File: config.mk
export PLATFORM = sky130hd
export DESIGN_NAME = alu_mc_unit
export DESIGN_NICKNAME = d
export VERILOG_FILES = /design/src/rtl/alu_mc_unit.sv
export SDC_FILE = /design/constraint.sdc
export NUM_CORES = 1
export LEC_CHECK = 0
export ABC_AREA = 1
export BUFFER_PORTS_ARGS = -buffer_cell sky130_fd_sc_hd__buf_2
export CAP_MARGIN = 0
export CORE_ASPECT_RATIO = 0.75
export CORE_UTILIZATION = 55
export DETAILED_ROUTE_END_ITERATION = 8
export GPL_TIMING_DRIVEN = 0
export MAX_ROUTING_LAYER = met4
export PLACE_DENSITY_LB_ADDON = 0.25
export SLEW_MARGIN = 25
export SYNTH_ARGS = -nofsm -noshare
export SYNTH_HDL_FRONTEND = slang
export SYNTH_SLANG_ARGS = --single-unit
File: constraint.sdc
create_clock -name clk -period 6.8 [get_ports clk]
set_input_delay 1.36 -clock clk [delete_from_list [all_inputs] [get_ports clk]]
set_output_delay 1.36 -clock clk [all_outputs]
set_load 0.05 [all_outputs]
File: src/rtl/alu_mc_unit.sv
// Execute-stage ALU with alu_op/funct decode, iterative shifts and
// optional iterative multiply behind a valid/ready handshake.
//
// Ports:
//   clk, rst_n          clock, synchronous active-low reset
//   in_valid, in_ready  request handshake (accept in IDLE only)
//   alu_op, funct       00 ADD, 01 SUB, 10 decode funct, 11 SLT
//   shamt               shift amount for SLL/SRL/SRA
//   a, b                operands; b is the value shifted
//   out_valid, out_ready result handshake (held in DONE)
//   result, zero        registered result and result==0 flag
//   illegal             unsupported alu_op/funct, valid with out_valid
module alu_mc_unit #(
   parameter int W      = 32,
   parameter int SW     = $clog2(W),
   parameter bit MUL_EN = 1'b1
) (
   input  logic          clk,
   input  logic          rst_n,
   input  logic          in_valid,
   output logic          in_ready,
   input  logic [1:0]    alu_op,
   input  logic [5:0]    funct,
   input  logic [SW-1:0] shamt,
   input  logic [W-1:0]  a,
   input  logic [W-1:0]  b,
   output logic          out_valid,
   input  logic          out_ready,
   output logic [W-1:0]  result,
   output logic          zero,
   output logic          illegal
);

   localparam int CW = SW + 1;

   typedef enum logic [1:0] {
      S_IDLE,
      S_SHIFT,
      S_MUL,
      S_DONE
   } state_t;

   typedef enum logic [3:0] {
      OP_ADD,
      OP_SUB,
      OP_AND,
      OP_OR,
      OP_NOR,
      OP_SLT,
      OP_SLL,
      OP_SRL,
      OP_SRA,
      OP_MUL,
      OP_ILL
   } op_t;

   state_t         state_q, state_d;
   op_t            sop_q, sop_d;
   logic [W-1:0]   res_q, res_d;
   logic [W-1:0]   mc_q, mc_d;
   logic [W-1:0]   mp_q, mp_d;
   logic [CW-1:0]  cnt_q, cnt_d;
   logic           ill_q, ill_d;

   op_t            op;
   logic [W-1:0]   sum;
   logic [W-1:0]   diff;
   logic           ovf;
   logic           lt;
   logic [W-1:0]   alu_res;

   always_comb begin
      op = OP_ILL;
      unique case (alu_op)
         2'b00: op = OP_ADD;
         2'b01: op = OP_SUB;
         2'b11: op = OP_SLT;
         2'b10: begin
            case (funct)
               6'b100000: op = OP_ADD;
               6'b100010: op = OP_SUB;
               6'b100100: op = OP_AND;
               6'b100101: op = OP_OR;
               6'b100111: op = OP_NOR;
               6'b101010: op = OP_SLT;
               6'b000000: op = OP_SLL;
               6'b000010: op = OP_SRL;
               6'b000011: op = OP_SRA;
               6'b011000: op = MUL_EN ? OP_MUL : OP_ILL;
               default:   op = OP_ILL;
            endcase
         end
      endcase
   end

   // Signed less-than: sign of a-b corrected by signed overflow.
   assign sum  = a + b;
   assign diff = a - b;
   assign ovf  = (a[W-1] ^ b[W-1]) & (diff[W-1] ^ a[W-1]);
   assign lt   = diff[W-1] ^ ovf;

   always_comb begin
      alu_res = '0;
      case (op)
         OP_ADD:  alu_res = sum;
         OP_SUB:  alu_res = diff;
         OP_AND:  alu_res = a & b;
         OP_OR:   alu_res = a | b;
         OP_NOR:  alu_res = ~(a | b);
         OP_SLT:  alu_res = {{(W-1){1'b0}}, lt};
         default: alu_res = '0;
      endcase
   end

   always_comb begin
      state_d = state_q;
      sop_d   = sop_q;
      res_d   = res_q;
      mc_d    = mc_q;
      mp_d    = mp_q;
      cnt_d   = cnt_q;
      ill_d   = ill_q;
      unique case (state_q)
         S_IDLE: begin
            if (in_valid) begin
               ill_d   = (op == OP_ILL);
               res_d   = alu_res;
               sop_d   = op;
               state_d = S_DONE;
               if (op == OP_SLL || op == OP_SRL || op == OP_SRA) begin
                  res_d = b;
                  if (shamt != '0) begin
                     cnt_d   = CW'(shamt);
                     state_d = S_SHIFT;
                  end
               end else if (op == OP_MUL) begin
                  res_d   = '0;
                  mc_d    = a;
                  mp_d    = b;
                  cnt_d   = CW'(W);
                  state_d = S_MUL;
               end
            end
         end
         S_SHIFT: begin
            case (sop_q)
               OP_SLL:  res_d = {res_q[W-2:0], 1'b0};
               OP_SRL:  res_d = {1'b0, res_q[W-1:1]};
               default: res_d = {res_q[W-1], res_q[W-1:1]};
            endcase
            cnt_d = cnt_q - 1'b1;
            if (cnt_q == CW'(1)) state_d = S_DONE;
         end
         S_MUL: begin
            // res_q doubles as the accumulator.
            if (mp_q[0]) res_d = res_q + mc_q;
            mc_d  = {mc_q[W-2:0], 1'b0};
            mp_d  = {1'b0, mp_q[W-1:1]};
            cnt_d = cnt_q - 1'b1;
            if (cnt_q == CW'(1)) state_d = S_DONE;
         end
         S_DONE: begin
            if (out_ready) state_d = S_IDLE;
         end
      endcase
   end

   always_ff @(posedge clk) begin
      if (!rst_n) begin
         state_q <= S_IDLE;
         sop_q   <= OP_ADD;
         res_q   <= '0;
         mc_q    <= '0;
         mp_q    <= '0;
         cnt_q   <= '0;
         ill_q   <= 1'b0;
      end else begin
         state_q <= state_d;
         sop_q   <= sop_d;
         res_q   <= res_d;
         mc_q    <= mc_d;
         mp_q    <= mp_d;
         cnt_q   <= cnt_d;
         ill_q   <= ill_d;
      end
   end

   assign in_ready  = (state_q == S_IDLE);
   assign out_valid = (state_q == S_DONE);
   assign result    = res_q;
   assign zero      = (res_q == '0);
   assign illegal   = ill_q;

endmodule

==> out/qor.csv <==
metric,value,unit
Routed WL per cell,20.48,um
vias per std cell,6.137,
setup TNS after final layout,0,ns
"CTS clk-pin slew, worst paths",0.08,ns
Power Density,311.4,mW/mm^2
overflow left after global routing,0,
number of DRC violations after detailed-routing iteration 0,2583,
fraction of power consumed by combinational cells,65.3,%
core region area,0.02502,mm^2
Filler Cell Count,2513,
cell accounting for the most synthesized area,sky130_fd_sc_hd__nand2_1,
net switching power,0.002764,W
maximum achievable frequency,0.2137,GHz
# port buffers,116,
clock period minus worst slack,4.679,ns
worst clock skew on the final layout,0.01092,ns
final number of setup-violating endpoints,0,
level count of the clock H-tree,3,
most used standard cells in the synthesized netlist,"678 x sky130_fd_sc_hd__nand2_1, 291 x sky130_fd_sc_hd__inv_1, 223 x sky130_fd_sc_hd__nor2_1, 202 x sky130_fd_sc_hd__a21oi_1, 190 x sky130_fd_sc_hd__nand3_1",
worst-margin pin slew,0.8879,ns
Die Span X,186.6,um
dpl hpwl,48710,um
Synth Area in Adders,12.58,%
Startpoint Class,primary input,
unrepaired setup endpoints after global routing,no,
cell count of the worst hold path,2,
synthesized flop and latch total,109,
top-area cell type share of the netlist area,18.10,%
number of iterations in the first detailed-routing pass,6,
Post-Syn Nets,2640,
total number of clock tree sinks,109,
share of total power in the clock network,11.0,%
global-route wire length before repair,87170,um
largest fanout on the critical path,8,
number of buffers added to fix hold violations after cts,0,
initial antenna violation count,2,
most frequent cell after synthesis,sky130_fd_sc_hd__nand2_1,
area used by sequential logic in the layout,0.002182,mm^2
reg-to-reg critical path endpoint,mp_q[3],
buffering stage count on the worst path with inverters included,3,
die height,140.5,um
fraction of final layout cells with drive strength greater than 1,9.013,%
CP max stage delay,0.38,ns
cell repeated most along the worst path,sky130_fd_sc_hd__nand2_1,
"non-filler cells, final",2892,
cells resized by post-CTS repair,0,
"Avg Cell Area, Syn",5.810,um^2
Worst Hold Path EP,mp_q[21],
Max transition margin,40.18,%
combinational family with the most area after synthesis,simple AND/OR/NAND/NOR gates,
area share of and/or/nand/nor cells after synthesis,36.84,%
flop-to-flop setup slack,3.63,ns
family with the most delay on the worst path,simple AND/OR/NAND/NOR gates,
buffer type at the clock tree root,sky130_fd_sc_hd__clkbuf_16,
site row count,50,
Via Count,17750,
Layout area overhead,9.192,%
cell at the slowest stage of the critical path,sky130_fd_sc_hd__fa_1,
pin count of the biggest net entering global routing,19,
"top cells by area, synth","sky130_fd_sc_hd__nand2_1 18%, sky130_fd_sc_hd__dfxtp_1 16%, sky130_fd_sc_hd__ha_1 12%, sky130_fd_sc_hd__inv_1 7.8%, sky130_fd_sc_hd__a21oi_1 7.2%",
type of the tightest min-delay check,flip-flop to flip-flop,
Peak supply drop,0.3356,mV
number of buffers between clock root and the deepest sink,2,
DRC viols,0,
P_leak,7.642,nW
mux contribution to synthesized area,0,%
NumNets Final,2767,
number of placed instances with taps included,2874,
Placer Congestion,1.089,
commonest register cell after synthesis,sky130_fd_sc_hd__dfxtp_1,
Unique masters post-synth,46,
top-level port count,117,
data required time at the worst endpoint,7.04,ns
Pins Over Slew Limit,0,
final antenna-violating net count,0,
Synth Area in Compound Gates,21.54,%
share of total power consumed by net switching,57.81,%
Reg-to-Reg Start,state_q[0],
worst path arrival time,4.92,ns
element type at the critical path end,flip-flop,
buffer count from post-CTS setup fixing,0,
sequential fraction of the synthesis area,15.52,%
Overall Global Routing Usage,44.64,%
count of warnings emitted by yosys,0,
clock insertion delay at the later pin of the skew report,0.37,ns
hold path start,mp_q[22],
result of the run,completed,
CTS buffer count,9,
register share of total power,23.7,%
xor/xnor share of the synthesized area,1.620,%
R2R depth,8,
vias in the first global route,15280,
area taken by multi-input logic gates,0.01021,mm^2
number of failing hold endpoints at the final stage,0,
starting density of the core,56.19,%
"Cell Area, Synth",0.01406,mm^2
"EDFF count, synth",0,
Int Power,0.002017,W
critical path type,primary input to flip-flop,
"critical path, cell by cell","buf_2, inv_1, ha_1, clkbuf_1, nor2_1, nand2_1, nor2_1, nand2_1, nand3_1, nand2_1, nand2_1, nand2_1, nand2_1, a21oi_1, fa_1, nand2_1, nor2_1, a21oi_1, nand4_1, nand2_1, a21oi_1",
CTS tree,built,
number of max-cap violations,0,
startpoint of the most critical setup path,a[9],
DIE AREA,0.02622,mm^2
Post-Syn Instances,2420,
final period utilization,68.81,%
proportion of register bits with asynchronous set or reset after synthesis,0,%
total wire length after detailed routing,59240,um
[flip-flops by register name (all words and copies together) (netlist names)]
| register | cells |
|---|---|
| sop_q | 4 |
| mp_q | 32 |
| cnt_q | 6 |
| state_q | 2 |
| mc_q | 32 |
| illegal | 1 |
| result | 32 |
[layout by cell type, fill, tap and decap left out, types with 4 or more instances in the layout]
master and instances:
sky130_fd_sc_hd__a21oi_1 202, sky130_fd_sc_hd__a31oi_1 59, sky130_fd_sc_hd__xor2_1 21, sky130_fd_sc_hd__nor2_4 4
sky130_fd_sc_hd__buf_6 13, sky130_fd_sc_hd__xnor2_1 5, sky130_fd_sc_hd__inv_2 5, sky130_fd_sc_hd__nand4_1 23
sky130_fd_sc_hd__inv_1 291, sky130_fd_sc_hd__a31oi_2 10, sky130_fd_sc_hd__o21ai_1 60, sky130_fd_sc_hd__nand2_4 5
sky130_fd_sc_hd__nand3_1 190, sky130_fd_sc_hd__a21boi_0 5, sky130_fd_sc_hd__nor2_2 6, sky130_fd_sc_hd__buf_4 8
sky130_fd_sc_hd__nor4_1 13, sky130_fd_sc_hd__dfxtp_1 109, sky130_fd_sc_hd__clkbuf_16 9, sky130_fd_sc_hd__o211ai_1 13
sky130_fd_sc_hd__o21a_1 7, sky130_fd_sc_hd__clkbuf_1 57, sky130_fd_sc_hd__ha_1 135, sky130_fd_sc_hd__fa_1 4
sky130_fd_sc_hd__nand2_1 678, sky130_fd_sc_hd__o21bai_1 24, sky130_fd_sc_hd__nor3_1 20, sky130_fd_sc_hd__nand3b_1 30
sky130_fd_sc_hd__o21ai_0 131, sky130_fd_sc_hd__a21o_1 7, sky130_fd_sc_hd__buf_2 142, sky130_fd_sc_hd__or2_2 8
sky130_fd_sc_hd__o311ai_0 4, sky130_fd_sc_hd__nor2_1 223
[how the worst max path moves through the flow]
stage,end,slack (ns),cells past startpoint
after floorplan,result[31],3.12,20
after CTS,result[0],2.39,21
after global placement,result[0],2.08,21
after global routing,result[0],2.02,21
after detailed placement,result[0],2.03,21
final,result[0],2.12,21
[power groups by stage]
stage,Sequential [W],Combinational (W),Clock (W)
final,0.00113,0.00312,0.000526
after detailed placement,0.00113,0.00297,0
after CTS,0.00112,0.00299,0.000520
after floorplan,0.00133,0.00184,0
after global routing,0.00115,0.00333,0.000545
after global placement,0.00112,0.00291,0
[worst reg2reg max path, stage by stage (launching register included)]
cell and delay, ns:
sky130_fd_sc_hd__dfxtp_1 0.38, sky130_fd_sc_hd__inv_1 0.11, sky130_fd_sc_hd__ha_1 0.38, sky130_fd_sc_hd__inv_1 0.13, sky130_fd_sc_hd__clkbuf_1 0.65, sky130_fd_sc_hd__clkbuf_1 0.71, sky130_fd_sc_hd__clkbuf_1 0.41, sky130_fd_sc_hd__nand2_1 0.12
sky130_fd_sc_hd__a31oi_1 0.20
[metal layers]
| layer | wire length [um] | track usage [%] | vias to the layer above | share of wire [%] |
|---|---|---|---|---|
| li1 | - | - | 8226 | - |
| met1 | 25820 | 62.93 | 8113 | 44 |
| met2 | 22520 | 60.27 | 1258 | 38 |
| met3 | 9442 | 14.88 | 150 | 16 |
| met4 | 1461 | 9.879 | 0 | 2.5 |
| met5 | 0 | - | - | 0 |
[metrics by stage]
step	hold WS (ns)	utilization (%)	total power [W]	instance area (um^2)	setup WS [ns]
after floorplan	0.4392	-	0.003168	14060	3.125
after global placement	0.4523	60.20	0.004035	15060	2.081
after detailed placement	0.4645	60.20	0.004096	15060	2.027
after CTS	0.4733	61.33	0.004621	15350	2.393
after global routing	0.4989	61.35	0.005020	15350	2.016
final	0.4719	61.36	0.004781	15350	2.121
[cell type report]
class,instances,share of cell area (%)
multi-input cells,1908,66.47
repair buffers,116,3.781
diodes,2,0.03260
clock inverters,6,0.2934
clock buffers,10,1.557
plain buffers,104,3.586
inverters,299,7.310
well taps,338,2.754
flip-flops and latches,109,14.21
[cells by family after synthesis]
family / after synthesis
and+or+nand+nor: 1211
AOI/OAI and AO/OA: 532
buffers and inverters: 403
adders and majority gates: 139
DFF: 109
xor gates and xnor gates: 26
Power figures use the tool's default switching activity.
